File: src/rtl/pc_seq_pkg.sv
// pc_seq_pkg: redirect source kinds, valued by priority rank (higher value wins)
package pc_seq_pkg;
    typedef enum logic [2:0] {
        K_NONE = 3'd0,
        K_INC  = 3'd1,
        K_JMP  = 3'd2,
        K_BR   = 3'd3,
        K_ERET = 3'd4,
        K_INT  = 3'd5,
        K_EXC  = 3'd6
    } kind_e;
endpackage

File: src/rtl/pc_sequencer_if.sv
// pc_sequencer_if: request/redirect inputs and PC state outputs of the sequencer
interface pc_sequencer_if #(parameter int WIDTH = 32) ();
    logic             pc_write, inc, br_take, jmp_take;
    logic             exc_req, int_req, eret_req, ie_wr, ie_val;
    logic [WIDTH-1:0] br_pc, jmp_pc, victim_pc;
    logic [WIDTH-1:0] pc_out, epc_out;
    logic             ie_out, pend_out, addr_err;
    modport master (
        output pc_write, inc, br_take, jmp_take, exc_req, int_req, eret_req, ie_wr, ie_val,
        output br_pc, jmp_pc, victim_pc,
        input  pc_out, epc_out, ie_out, pend_out, addr_err
    );
    modport slave (
        input  pc_write, inc, br_take, jmp_take, exc_req, int_req, eret_req, ie_wr, ie_val,
        input  br_pc, jmp_pc, victim_pc,
        output pc_out, epc_out, ie_out, pend_out, addr_err
    );
endinterface

File: src/rtl/pc_redirect_arb.sv
// pc_redirect_arb: picks the current request and resolves it against the pending entry
module pc_redirect_arb
    import pc_seq_pkg::*;
#(
    parameter int               WIDTH   = 32,
    parameter int               STEP    = 4,
    parameter logic [WIDTH-1:0] EXC_VEC = 32'h80000180,
    parameter logic [WIDTH-1:0] INT_VEC = 32'h80000200
) (
    input  logic             exc_req, int_req, eret_req, br_take, jmp_take, inc, ie,
    input  logic [WIDTH-1:0] pc, epc, br_pc, jmp_pc, victim_pc,
    input  kind_e            pend_kind,
    input  logic [WIDTH-1:0] pend_tgt, pend_victim,
    output kind_e            cur_kind,
    output logic [WIDTH-1:0] cur_tgt,
    output kind_e            win_kind,
    output logic [WIDTH-1:0] win_tgt, win_victim,
    output logic             misalign
);
    logic use_cur;
    always_comb begin
        cur_kind = exc_req ? K_EXC : (int_req && ie) ? K_INT : eret_req ? K_ERET :
                   br_take ? K_BR : jmp_take ? K_JMP : inc ? K_INC : K_NONE;
        cur_tgt = cur_kind == K_EXC ? EXC_VEC : cur_kind == K_INT ? INT_VEC :
                  cur_kind == K_ERET ? epc : cur_kind == K_BR ? br_pc :
                  cur_kind == K_JMP ? jmp_pc : pc + WIDTH'(STEP);
        // ties go to the live request so a re-raised trap saves the newer victim
        use_cur = cur_kind >= pend_kind;
        win_kind = use_cur ? cur_kind : pend_kind;
        win_tgt = use_cur ? cur_tgt : pend_tgt;
        win_victim = use_cur ? victim_pc : pend_victim;
        misalign = (win_kind inside {K_BR, K_JMP, K_ERET}) && ((win_tgt & WIDTH'(STEP - 1)) != '0);
    end
endmodule

File: src/rtl/pc_sequencer.sv
// pc_sequencer: program counter with stall buffering, traps, eret and alignment checks
module pc_sequencer
    import pc_seq_pkg::*;
#(
    parameter int               WIDTH     = 32,
    parameter int               STEP      = 4,
    parameter logic [WIDTH-1:0] RESET_VEC = 32'hBFC00000,
    parameter logic [WIDTH-1:0] EXC_VEC   = 32'h80000180,
    parameter logic [WIDTH-1:0] INT_VEC   = 32'h80000200
) (
    input logic          Clk,
    input logic          reset,
    pc_sequencer_if.slave bus
);
    logic [WIDTH-1:0] pc, epc, pend_tgt, pend_victim, cur_tgt, win_tgt, win_victim;
    logic             ie, addr_err, misalign, apply, trap;
    kind_e            pend_kind, cur_kind, win_kind;

    pc_redirect_arb #(.WIDTH(WIDTH), .STEP(STEP), .EXC_VEC(EXC_VEC), .INT_VEC(INT_VEC)) u_arb (
        .exc_req(bus.exc_req), .int_req(bus.int_req), .eret_req(bus.eret_req),
        .br_take(bus.br_take), .jmp_take(bus.jmp_take), .inc(bus.inc), .ie(ie),
        .pc(pc), .epc(epc), .br_pc(bus.br_pc), .jmp_pc(bus.jmp_pc), .victim_pc(bus.victim_pc),
        .pend_kind(pend_kind), .pend_tgt(pend_tgt), .pend_victim(pend_victim),
        .cur_kind(cur_kind), .cur_tgt(cur_tgt), .win_kind(win_kind), .win_tgt(win_tgt),
        .win_victim(win_victim), .misalign(misalign)
    );

    assign apply = bus.pc_write && win_kind != K_NONE;
    assign trap  = win_kind == K_EXC || win_kind == K_INT;

    always_ff @(posedge Clk or posedge reset) begin
        if (reset) begin
            pc          <= RESET_VEC;
            epc         <= '0;
            ie          <= 1'b0;
            addr_err    <= 1'b0;
            pend_kind   <= K_NONE;
            pend_tgt    <= '0;
            pend_victim <= '0;
        end else begin
            addr_err <= 1'b0;
            if (bus.pc_write) pend_kind <= K_NONE;
            else if (cur_kind > K_INC && cur_kind >= pend_kind) begin
                pend_kind   <= cur_kind;
                pend_tgt    <= cur_tgt;
                pend_victim <= bus.victim_pc;
            end
            if (apply) pc <= misalign ? EXC_VEC : win_tgt;
            if (apply && misalign) begin
                epc      <= win_tgt;
                ie       <= 1'b0;
                addr_err <= 1'b1;
            end else if (apply && trap) begin
                epc <= win_victim;
                ie  <= 1'b0;
            end else if (apply && win_kind == K_ERET) ie <= 1'b1;
            else if (bus.ie_wr) ie <= bus.ie_val;
        end
    end

    assign bus.pc_out   = pc;
    assign bus.epc_out  = epc;
    assign bus.ie_out   = ie;
    assign bus.pend_out = pend_kind != K_NONE;
    assign bus.addr_err = addr_err;
endmodule

File: src/flat_wrapper.sv
// flat-port wrapper written by rule: the top's interface ports become plain ports
module pc_sequencer_flat import pc_seq_pkg::*;
#(
    parameter int               WIDTH     = 32,
    parameter int               STEP      = 4,
    parameter logic [WIDTH-1:0] RESET_VEC = 32'hBFC00000,
    parameter logic [WIDTH-1:0] EXC_VEC   = 32'h80000180,
    parameter logic [WIDTH-1:0] INT_VEC   = 32'h80000200
)
  (Clk, reset, bus_pc_write, bus_inc, bus_br_take, bus_jmp_take, bus_exc_req, bus_int_req, bus_eret_req, bus_ie_wr, bus_ie_val, bus_br_pc, bus_jmp_pc, bus_victim_pc, bus_pc_out, bus_epc_out, bus_ie_out, bus_pend_out, bus_addr_err);
  pc_sequencer_if #(.WIDTH(WIDTH)) bus_i ();
  input logic Clk;
  input logic reset;
  input wire logic [$bits(bus_i.pc_write)-1:0] bus_pc_write;
  input wire logic [$bits(bus_i.inc)-1:0] bus_inc;
  input wire logic [$bits(bus_i.br_take)-1:0] bus_br_take;
  input wire logic [$bits(bus_i.jmp_take)-1:0] bus_jmp_take;
  input wire logic [$bits(bus_i.exc_req)-1:0] bus_exc_req;
  input wire logic [$bits(bus_i.int_req)-1:0] bus_int_req;
  input wire logic [$bits(bus_i.eret_req)-1:0] bus_eret_req;
  input wire logic [$bits(bus_i.ie_wr)-1:0] bus_ie_wr;
  input wire logic [$bits(bus_i.ie_val)-1:0] bus_ie_val;
  input wire logic [$bits(bus_i.br_pc)-1:0] bus_br_pc;
  input wire logic [$bits(bus_i.jmp_pc)-1:0] bus_jmp_pc;
  input wire logic [$bits(bus_i.victim_pc)-1:0] bus_victim_pc;
  output wire logic [$bits(bus_i.pc_out)-1:0] bus_pc_out;
  output wire logic [$bits(bus_i.epc_out)-1:0] bus_epc_out;
  output wire logic [$bits(bus_i.ie_out)-1:0] bus_ie_out;
  output wire logic [$bits(bus_i.pend_out)-1:0] bus_pend_out;
  output wire logic [$bits(bus_i.addr_err)-1:0] bus_addr_err;
  assign bus_i.pc_write = bus_pc_write;
  assign bus_i.inc = bus_inc;
  assign bus_i.br_take = bus_br_take;
  assign bus_i.jmp_take = bus_jmp_take;
  assign bus_i.exc_req = bus_exc_req;
  assign bus_i.int_req = bus_int_req;
  assign bus_i.eret_req = bus_eret_req;
  assign bus_i.ie_wr = bus_ie_wr;
  assign bus_i.ie_val = bus_ie_val;
  assign bus_i.br_pc = bus_br_pc;
  assign bus_i.jmp_pc = bus_jmp_pc;
  assign bus_i.victim_pc = bus_victim_pc;
  assign bus_pc_out = bus_i.pc_out;
  assign bus_epc_out = bus_i.epc_out;
  assign bus_ie_out = bus_i.ie_out;
  assign bus_pend_out = bus_i.pend_out;
  assign bus_addr_err = bus_i.addr_err;
  pc_sequencer #(.WIDTH(WIDTH), .STEP(STEP), .RESET_VEC(RESET_VEC), .EXC_VEC(EXC_VEC), .INT_VEC(INT_VEC)) u_core (.Clk(Clk), .reset(reset), .bus(bus_i));
endmodule
File: config.mk
export PLATFORM = sky130hd
export DESIGN_NAME = pc_sequencer_flat
export DESIGN_NICKNAME = d
export VERILOG_FILES = /design/src/rtl/pc_seq_pkg.sv /design/src/rtl/pc_sequencer_if.sv /design/src/rtl/pc_redirect_arb.sv /design/src/rtl/pc_sequencer.sv /design/src/flat_wrapper.sv
export SDC_FILE = /design/constraint.sdc
export NUM_CORES = 1
export LEC_CHECK = 0
export CORE_MARGIN = 2
export CORE_UTILIZATION = 32
export DETAILED_ROUTE_END_ITERATION = 6
export GPL_TIMING_DRIVEN = 0
export PLACE_DENSITY = 0.6
export SYNTH_ARGS = -nofsm -noshare
export SYNTH_HDL_FRONTEND = slang
export SYNTH_SLANG_ARGS = --single-unit
File: constraint.sdc
create_clock -name Clk -period 14.65 [get_ports Clk]
set_input_delay 3.6625 -clock Clk [delete_from_list [all_inputs] [get_ports Clk]]
set_output_delay 3.6625 -clock Clk [all_outputs]
set_load 0.03 [all_outputs]
Word level (Yosys, flattened, before mapping)
Index checks and enable logic that the tools add are counted.

word-level totals
  flip-flop bits (word level) = 133
  bits in latches = 0
  RAM bits = 0
  memory bits (read-only) = 0
  memories = 0

cells by class
  add/subtract/negate cells = 1
  $mul = 0
  divide/modulo/power cells = 0
  magnitude comparators = 2
  eq/ne operators = 10
  shift operators = 0
  multiplexer cells = 24
  bitwise gates (word level) = 1
  reduce and logical (&&, ||, !) cells = 16

operators by type and width
  cell                     number
  $mux W32                 10
  $add A32 B3 Y32 const B  1
  $reduce_bool A32 Y1      1
  $eq A3 B3 Y1 const B     6
  $mux W3                  6
  $eq A3 B2 Y1 const B     4
  $reduce_bool A3 Y1       3
  $logic_and A1 B1 Y1      7
  $mux W1                  6
  $mux W2                  2
  $reduce_bool A2 Y1       2
  $reduce_bool A4 Y1       1
  $ge A3 B3 Y1             1
  $gt A3 B1 Y1 const B     1
  $reduce_and A2 Y1        1
  $logic_or A1 B1 Y1       1
  $not A1 Y1               1

Depth between registers and ports, before layout
Gate-level depths: netlist (run 1).

  depth after elaboration = 17
  mapped depth = 17
  gate-level depth less buffers = 12

Cells and area by module
A second synthesis (run 1) with hierarchy kept.

unflattened totals
  cells, all modules = 986
  area, all modules = 8294.2 um2

by module, submodules not included
  module           instances  cells an instance  area an instance (um2)  seq. area each (um2)
  pc_sequencer     1          490                5442.7                  3339.5
  pc_redirect_arb  1          496                2851.5                  0.0

Worst setup path after synthesis (run 1)
No wires, ideal clock.

  path type = input -> register
  from = input bus_eret_req
  to = register u_core.epc[19] (netlist: u_core.bus.epc_out[19])
  setup time = 0.129 ns
  data arrival time = 6.643 ns
  data required time = 14.521 ns
  setup slack = 7.879 ns
  stages on the path = 17
  cell sequence = buf_2 inv_1 clkbuf_1 clkbuf_1 o21ai_0 a21o_1 ha_1 nor2b_1 o21a_1 buf_2 mux2i_1 and2_1 clkbuf_1 buf_1 nand3_1 o211ai_1 o21ai_1

on the way
  cells in the longest elaborated chain, start to end = 14
  elaborated cells on any way between the ends = 33
  those cells by class = order compare: 1; eq/ne: 10; mux: 13; reduce/logical: 9

ends and longest elaborated chain
  element                                                line                   source
  start: declaration                                     flat_wrapper.sv:20     input wire logic [$bits(bus_i.eret_req)-1:0] bus_eret_req;
  $mux W3 (*) (3 in series)                              pc_redirect_arb.sv:22  cur_kind = exc_req ? K_EXC : (int_req && ie) ? K_INT : eret_req ? K_ERET :
  $eq A3 B2 Y1                                           pc_redirect_arb.sv:26  cur_kind == K_JMP ? jmp_pc : pc + WIDTH'(STEP);
  $mux W32                                               pc_redirect_arb.sv:26
  $mux W32 (2 in series)                                 pc_redirect_arb.sv:25  cur_kind == K_ERET ? epc : cur_kind == K_BR ? br_pc :
  $mux W32 (2 in series)                                 pc_redirect_arb.sv:24  cur_tgt = cur_kind == K_EXC ? EXC_VEC : cur_kind == K_INT ? INT_VEC :
  $mux W32                                               pc_redirect_arb.sv:30  win_tgt = use_cur ? cur_tgt : pend_tgt;
  $reduce_bool A32 Y1                                    pc_redirect_arb.sv:32  misalign = (win_kind inside {K_BR, K_JMP, K_ERET}) && ((win_tgt & WIDTH'(STEP - 1)) != '0);
  $logic_and A1 B1 Y1                                    pc_redirect_arb.sv:32
  $logic_and A1 B1 Y1                                    pc_sequencer.sv:49     if (apply && misalign) begin
  $mux W32 / $reduce_bool A2 Y1 (equally long branches)  n/a
  end signal: assignment                                 pc_sequencer.sv:50     epc <= win_tgt;
  end signal: assignment                                 pc_sequencer.sv:54     epc <= win_victim;
  end: declaration                                       pc_sequencer.sv:15     logic [WIDTH-1:0] pc, epc, pend_tgt, pend_victim, cur_tgt, win_tgt, win_victim;

Every way passes the cells marked *; elsewhere a longest branch is shown, timed or not. The select of a mux whose other input is x is not followed.
A chain may end at the register's enable or synchronous reset.

Worst setup path in the final report (run 1)
  from = input bus_br_take
  to = register u_core.pc[23] (netlist: u_core.bus.pc_out[23])

on the way
  cells in the longest elaborated chain, start to end = 14
  elaborated cells on any way between the ends = 26
  those cells by class = order compare: 1; eq/ne: 8; mux: 12; reduce/logical: 5

ends and longest elaborated chain
  element                    line                   source
  start: declaration         flat_wrapper.sv:16     input wire logic [$bits(bus_i.br_take)-1:0] bus_br_take;
  $mux W2 (*)                pc_redirect_arb.sv:23  br_take ? K_BR : jmp_take ? K_JMP : inc ? K_INC : K_NONE;
  $mux W3 (*) (3 in series)  pc_redirect_arb.sv:22
  $eq A3 B2 Y1               pc_redirect_arb.sv:26
  $mux W32                   pc_redirect_arb.sv:26
  $mux W32 (2 in series)     pc_redirect_arb.sv:25
  $mux W32 (2 in series)     pc_redirect_arb.sv:24
  $mux W32                   pc_redirect_arb.sv:30
  $reduce_bool A32 Y1        pc_redirect_arb.sv:32
  $logic_and A1 B1 Y1        pc_redirect_arb.sv:32
  $mux W32                   pc_sequencer.sv:48     if (apply) pc <= misalign ? EXC_VEC : win_tgt;
  end signal: assignment     pc_sequencer.sv:48
  end: declaration           pc_sequencer.sv:15

Every way passes the cells marked *; elsewhere a longest branch is shown, timed or not.

==> impl_metrics.yaml, run 1 <==
min_path:
  hp-class: "flop to flop"
die:
  io_pins: 174
  die_area_um2: 26040
  core_area_um2: 24320
  row_count: 57
  start_util: 0.3258
  die_h_um: 161.4
  die_x_um: 161.4
sta:
  rsz0062_at_grt: "false"
  finalCriticalPeriod_ns: 8.457
  tns_ns: 0
  hold_viol_final: 0
  tightest_slew_ns: 0.9537
  setup_viol: 0
  max_slew_margin: 0.3642
  slew_viol_final: 0
  fin_skew_ns: 0.009809
  holdWs_ns: 0.4660
  fin_crit_sh: 0.5773
  fmax_mhz: 118.2
yosys:
  yosys-top-cells-count: "255 x nand2_1, 124 x dfrtp_1, 56 x nor2_1"
  ys_ff_latch: 133
  synthArstFlopShare: 1.000
  synth_warnings: 0
  synth_cells: 946
  netlist_area_um2: 7924
  syn-num-nets: 1057
  synth_top_area_cell: "dfrtp_1"
  synth.distinct_cells: 77
  synth_most_common_cell: "nand2_1"
  synth_top_area_frac: 0.3916
  yosys_most_used_dff: "dfrtp_1"
  synth_enable_flop_cells: 0
  avgSynthCellArea_um2: 8.376
  seq_area_frac_synth: 0.4214
  synth.area.top_cells: "dfrtp_1 39%, nand2_1 12%, a21oi_1 3.0%, dfstp_2 3.0%, mux2i_1 2.9%"
clock_tree:
  cts-root-buf: "clkbuf_16"
  cts_resized: 0
  holdBufCountCts: 0
  cts_tree: "done"
  postCtsSetupBuffers: 0
  clk_path_buf_depth: 2
  cts_made_buffers: 17
  insertion_delay_ns: 0.43
  clkTransAtPathRegs_ns: 0.06
  ctsHtreeMaxLevel: 4
  cts_sinks: 133
run:
  cap_violations: 0
power_and_ir_drop:
  power.total_mw: 2.006
  p_leak_nw: 4.417
  powerDensity_nw_per_um2: 188.4
  vdd_drop_max_mv: 0.06754
drt:
  drtPass1Iterations: 7
  drt.antenna.violating_nets: 0
  remaining_drc_errors: 1
  wl_um: 34070
  vias_per_cell: 5.719
  drtIter0Drc: 946
  vias: 8424
  wl_per_cell_um: 23.13
finish:
  final_cells: 1473
  syn2layout_area_growth_pct: 34.41
  n_antenna_cell: 0
  final_core_util: 0.4379
  drive_above_1_share: 0.07485
  layout.nets: 1247
placed_design:
  gp_congestion: 0.9212
  io_buffers: 170
  place_inst: 1441
  dp.final_hpwl_um: 26030
outcome:
  violations: "design-rule violations"
  status: "finished, violations left"
critical_path:
  startpoint: "bus_br_take"
  worstRegToRegCells: 12
  reg2reg_to: "u_core.bus.pc_out[23]"
  path_max_fanout: 10
  critical_path_arrival_ns: 8.81
  r2r_start: "u_core.bus.ie_out"
  crit_end: "u_core.bus.pc_out[23]"
  worstPathRequired_ns: 15.00
  critPathKind: "primary input to flop"
  end_kind: "flop"
  r2r_slack_ns: 9.70
  startpoint_type: "primary input"
global_route:
  antenna_found_initial: 0
  grt_pass1_wl_um: 50360
  grt_max_degree: 81
  first_global_vias: 8017
  grt_overflow: 0
  grt_usage: 0.2613
[critical path, stage by stage]
cell             delay (ns)
clkdlybuf4s50_1        0.49
clkbuf_1               0.39
buf_1                  0.66
o21ai_0                0.20
a21o_1                 0.23
ha_1                   0.27
nor2b_1                0.21
o21a_1                 0.15
buf_2                  0.22
clkbuf_1               0.40
clkbuf_1               0.63
clkbuf_1               0.72
a22oi_1                0.33
o21ai_0                0.24
[how the worst min path moves through the flow]
stage	depth (start not counted)	endpoint	slack [ns]	start
finish	2	u_core.pend_tgt[10]	0.47	u_core.pend_tgt[10]
global route	2	u_core.pend_victim[6]	0.50	u_core.pend_victim[6]
CTS	2	u_core.pend_tgt[15]	0.47	u_core.pend_tgt[15]
detailed placement	2	u_core.pend_tgt[15]	0.46	u_core.pend_tgt[15]
global placement	2	u_core.pend_tgt[10]	0.45	u_core.pend_tgt[10]
floorplan	2	u_core.pend_tgt[17]	0.43	u_core.pend_tgt[17]
[area by class of cell]
type | count | area [µm²]
Tap cell | 324 | 405.4
Timing Repair Buffer | 171 | 1729
Fill cell | 2420 | 13670
Clock inverter | 11 | 126.4
Inverter | 19 | 80.08
Sequential cell | 133 | 3339
Multi-Input combinational cell | 729 | 4213
Clock buffer | 21 | 460.4
Buffer | 65 | 296.5
[placed cells by master, fill, tap and decap left out, types with 21 or more instances in the layout]
| master | count |
|---|---|
| nand2_1 | 255 |
| clkdlybuf4s50_1 | 170 |
| dfrtp_1 | 124 |
| nor2_1 | 56 |
| a21oi_1 | 48 |
| o21ai_0 | 42 |
| clkbuf_1 | 40 |
| nand3_1 | 29 |
| mux2i_1 | 23 |
| o21ai_1 | 21 |
| o31ai_1 | 21 |
[metal layers]
layer  vias to the layer above  routed length [µm]  GRT usage
li1                       3791                   -          -
met1                      4080               14840     0.3650
met2                       492               14970     0.3980
met3                        61                3301    0.06138
met4                         0                 957    0.08888
met5                         -                   0          0
[report_power, final]
group	switching, mW	internal, mW	leakage (nW)
registers	0.153	0.508	1.66
clock network	0.173	0.260	0.287
logic	0.567	0.346	2.47
total	0.893	1.11	4.42
[through the flow]
| stage | instance area (µm²) | setup slack [ns] |
|---|---|---|
| after floorplan | 7924 | 7.448 |
| after global placement | 10030 | 5.173 |
| after detailed placement | 10060 | 5.915 |
| after CTS | 10650 | 6.312 |
| after global routing | 10650 | 5.921 |
| final | 10650 | 6.193 |
[state kept, by name, indices dropped and copies added, names as in the netlist]
name and count:
u_core.bus.addr_err 1, u_core.bus.epc_out 32, u_core.bus.ie_out 1, u_core.bus.pc_out 32
u_core.pend_kind 3, u_core.pend_tgt 32, u_core.pend_victim 32
[cell families after synthesis]
family | synth area share
and+or+nand+nor | 0.2266
AOI/OAI and AO/OA | 0.2436
DFF | 0.4214
buffers and inverters | 0.04690
muxes | 0.03190
xor gates and xnor gates | 0.02321
adders and majority gates | 0.006316
No activity file was read; power rests on OpenSTA's default activity.
==> run 2, diff against run 1 <==
PLACE_DENSITY = 0.62   (was 0.6)
clock period = 7.3 ns   (was 14.65 ns; I/O delays follow)
==> impl_metrics.yaml, run 2 (same netlist as run 1, synthesis figures left out) <==
outcome:
  status: "complete, no violations"
critical_path:
  path_max_fanout: 10
  end_kind: "flop"
  worstPathRequired_ns: 7.66
  r2r_start: "u_core.bus.ie_out"
  critical_path_arrival_ns: 6.92
  crit_family: "buffers and inverters"
  crit_chain: "clkdlybuf4s50_1 > clkbuf_1 > buf_1 > o21ai_0 > a21o_1 > ha_1 > nor2b_1 > o21a_1 > buf_2 > clkbuf_1 > clkbuf_1 > clkbuf_1 > a22oi_1 > a21oi_1"
  startpoint: "bus_br_take"
  critPathKind: "primary input to flop"
  startpoint_type: "primary input"
  cp_slowest_stage_delay_ns: 0.77
  path_buf_inv: 7
  cp_slowest_cell: "clkbuf_1"
  cpMostUsedCell: "clkbuf_1"
power_and_ir_drop:
  clockPowerShare: 0.225
  p_seq_frac: 0.326
  p_switching_mw: 1.807
  power.total_mw: 4.070
  swShare: 0.4440
  powerDensity_nw_per_um2: 381.1
  vdd_drop_max_mv: 0.1636
  p_leak_nw: 4.429
  p_int_mw: 2.263
  pwr-share-comb: 0.449
clock_tree:
  ctsHtreeMaxLevel: 4
  holdBufCountCts: 0
  cts_sinks: 133
  cts_resized: 0
  insertion_delay_ns: 0.44
  postCtsSetupBuffers: 0
  cts_tree: "done"
  cts_made_buffers: 17
  clk_path_buf_depth: 2
  cts-root-buf: "clkbuf_16"
  clkTransAtPathRegs_ns: 0.06
global_route:
  antenna_found_initial: 1
  grt_max_degree: 77
  grt_overflow: 0
  grt_pass1_wl_um: 50310
  grt_usage: 0.2611
  first_global_vias: 7993
die:
  die_h_um: 161.4
  die_area_um2: 26040
  row_count: 57
  die_x_um: 161.4
  io_pins: 174
  core_area_um2: 24320
  start_util: 0.3258
finish:
  n_antenna_cell: 0
  multi_input_area_um2: 4213
  num-fill-cells: 2351
  layout.nets: 1247
  final_common_cell: "nand2_1"
  syn2layout_area_growth_pct: 34.75
  seqCellArea_um2: 3339
  final_core_util: 0.4391
  final_cells: 1473
  drive_above_1_share: 0.07659
  stdcell_area_um2: 10680
  layout_common_cells: "255 x nand2_1, 170 x clkdlybuf4s50_1, 124 x dfrtp_1"
sta:
  fin_skew_ns: 0.008645
  fmax_mhz: 152.3
  max_slew_margin: 0.3101
  slew_viol_final: 0
  layout_setup_ws_ns: 0.7348
  hold_viol_final: 0
  fin_crit_sh: 0.8993
  tightest_slew_ns: 1.035
  finalCriticalPeriod_ns: 6.565
  rsz0062_at_grt: "false"
  setup_viol: 0
drt:
  vias_per_cell: 5.643
  drt.antenna.violating_nets: 0
  remaining_drc_errors: 0
  vias: 8312
  drtIter0Drc: 820
  wl_um: 33820
  drtPass1Iterations: 6
  wl_per_cell_um: 22.96
placed_design:
  place_inst: 1441
  dp_slack_ns: 0.4873
  io_buffers: 170
  dp.final_hpwl_um: 26030
  place_area_um2: 10060
  gp_congestion: 0.9828
min_path:
  hp-class: "flop to flop"
  min-delay-start: "u_core.pend_tgt[17]"
run:
  cap_violations: 0
[run 2: per-stage QoR]
| step | hold WS [ns] | TNS [ns] |
|---|---|---|
| finish | 0.4666 | 0 |
| detailed placement | 0.4567 | 0 |
| floorplan | 0.4348 | 0 |
| global route | 0.4811 | 0 |
| global placement | 0.4484 | -36.91 |
| CTS | 0.4691 | 0 |
[run 2: per-layer routing]
metal  track usage  up-vias  routed length [µm]
met1        0.3578     3988               14260
met5             0        -                  13
met3       0.07422       61                3701
met2        0.3936      468               14950
li1              -     3793                   -
met4       0.09375        2                 901
[run 2: worst paths after layout]
| kind | endpoint | slack (ns) | cells past startpoint |
|---|---|---|---|
| min in group asynchronous | u_core.pend_victim[16] | 1.84 | 2 |
| worst max register to register | u_core.bus.pc_out[30] | 2.32 | 12 |
| worst min register to register | u_core.pend_tgt[17] | 0.47 | 2 |
| worst min-delay path | u_core.pend_tgt[17] | 0.47 | 2 |
| worst max-delay path | u_core.bus.pc_out[30] | 0.73 | 14 |
| max in group asynchronous | u_core.bus.pc_out[31] | 4.62 | 3 |
[run 2: final cells by class]
cell class,count,area share
plain buffers,65,0.02777
clock buffers,18,0.04113
clock inverters,14,0.01641
inverters,19,0.007499
multi-input cells,729,0.3945
flip-flops and latches,133,0.3127
well taps,324,0.03797
repair buffers,171,0.1619
[run 2: power groups by stage]
| stage | clock network (mW) | registers [mW] | logic (mW) |
|---|---|---|---|
| CTS | 0.921 | 1.32 | 1.80 |
| global placement | 0 | 1.33 | 1.78 |
| finish | 0.916 | 1.33 | 1.83 |
| global route | 0.949 | 1.36 | 1.95 |
| floorplan | 0 | 1.52 | 0.787 |
| detailed placement | 0 | 1.33 | 1.80 |
[run 2: worst reg2reg max path: cells and delay by family, from the launching register on]
family	cells	cell delay, ns
buffers and inverters	6	2.52
AO/OA/AOI/OAI	5	1.52
flip-flops	1	0.48
adder cells (fa/ha/maj)	1	0.39
==> run 3, diff against run 2 <==
PLACE_DENSITY = 0.65   (was 0.62)
==> impl_metrics.yaml, run 3 (same netlist as run 1, synthesis figures left out) <==
finish:
  n_antenna_cell: 0
  layout_common_cells: "255 x nand2_1, 170 x clkdlybuf4s50_1, 124 x dfrtp_1"
  drive_above_1_share: 0.07572
  final_core_util: 0.4383
  final_common_cell: "nand2_1"
  layout.nets: 1247
  final_cells: 1473
  stdcell_area_um2: 10660
  syn2layout_area_growth_pct: 34.52
global_route:
  antenna_found_initial: 0
  grt_overflow: 0
  grt_max_degree: 93
  first_global_vias: 8095
  grt_pass1_wl_um: 50580
  grt_usage: 0.2610
clock_tree:
  clkTransAtPathRegs_ns: 0.06
  ctsHtreeMaxLevel: 4
  clk_path_buf_depth: 2
  cts_made_buffers: 17
  holdBufCountCts: 0
  cts-root-buf: "clkbuf_16"
  cts_tree: "done"
  cts_resized: 0
  insertion_delay_ns: 0.44
  cts_sinks: 133
  postCtsSetupBuffers: 0
power_and_ir_drop:
  power.total_mw: 4.040
  powerDensity_nw_per_um2: 379.0
  vdd_drop_max_mv: 0.1451
  p_leak_nw: 4.408
min_path:
  min-delay-start: "u_core.pend_tgt[10]"
  hp-class: "flop to flop"
critical_path:
  critPathKind: "primary input to flop"
  r2r_start: "u_core.bus.ie_out"
  startpoint: "bus_br_take"
  critical_path_arrival_ns: 6.97
  end_kind: "flop"
  worstPathRequired_ns: 7.65
  startpoint_type: "primary input"
  path_max_fanout: 10
die:
  die_x_um: 161.4
  io_pins: 174
  row_count: 57
  start_util: 0.3258
  core_area_um2: 24320
  die_area_um2: 26040
  die_h_um: 161.4
sta:
  fin_skew_ns: 0.01227
  setup_viol: 0
  fmax_mhz: 151.1
  slew_viol_final: 0
  finalCriticalPeriod_ns: 6.617
  max_slew_margin: 0.4020
  rsz0062_at_grt: "false"
  hold_viol_final: 0
  layout_setup_ws_ns: 0.6827
  tightest_slew_ns: 0.8969
  fin_crit_sh: 0.9065
placed_design:
  place_inst: 1441
  io_buffers: 170
  dp.final_hpwl_um: 25900
  dp_slack_ns: 0.4281
  gp_congestion: 0.9532
  place_area_um2: 10060
drt:
  drtPass1Iterations: 5
  drtIter0Drc: 1018
  wl_per_cell_um: 22.99
  drt.antenna.violating_nets: 0
  wl_um: 33860
  vias: 8389
  vias_per_cell: 5.695
  remaining_drc_errors: 0
run:
  cap_violations: 0
outcome:
  status: "complete, no violations"
## run 3: worst paths after layout
kind                                         end  slack, ns  cells after the start
max                        u_core.bus.pc_out[30]       0.68                     14
min                          u_core.pend_tgt[10]       0.47                      2
max reg2reg                u_core.bus.pc_out[30]       2.24                     12
min reg2reg                  u_core.pend_tgt[10]       0.47                      2
max in group asynchronous  u_core.bus.pc_out[23]       4.68                      3
min in group asynchronous  u_core.bus.epc_out[1]       1.78                      2
## run 3: worst max-delay path: stages
cell	delay, ns
clkdlybuf4s50_1	0.49
clkbuf_1	0.33
buf_1	0.59
o21ai_0	0.20
a21o_1	0.23
ha_1	0.28
nor2b_1	0.24
o21a_1	0.18
buf_2	0.23
clkbuf_1	0.40
clkbuf_1	0.62
clkbuf_1	0.74
a22oi_1	0.35
a21oi_1	0.25
## run 3: through the flow
step	TNS (ns)	hold WS [ns]
3_3_place_gp	-33.08	0.4468
2_1_floorplan	0	0.4348
4_1_cts	0	0.4712
5_1_grt	0	0.4881
6_report	0	0.4729
3_5_place_dp	0	0.4580
## run 3: power by group
group	switching, mW	internal [mW]
combinational	1.13	0.694
sequential	0.312	1.02
clock	0.352	0.530
## run 3: cell type report
type,count,area (µm²)
sequential,133,3339
inverter,19,80.08
multi-input combinational,729,4213
timing repair buffer,171,1729
tap,324,405.4
buffer,65,296.5
fill,2451,13660
clock buffer,21,470.5
clock inverter,11,125.1
## run 3: metal layers
metal  part of all wire  track usage  routed length [µm]
met5                  0            0                   0
met2               0.44       0.3976               14910
met4              0.032      0.09740                1083
met1               0.44       0.3609               14760
met3              0.092      0.06189                3106
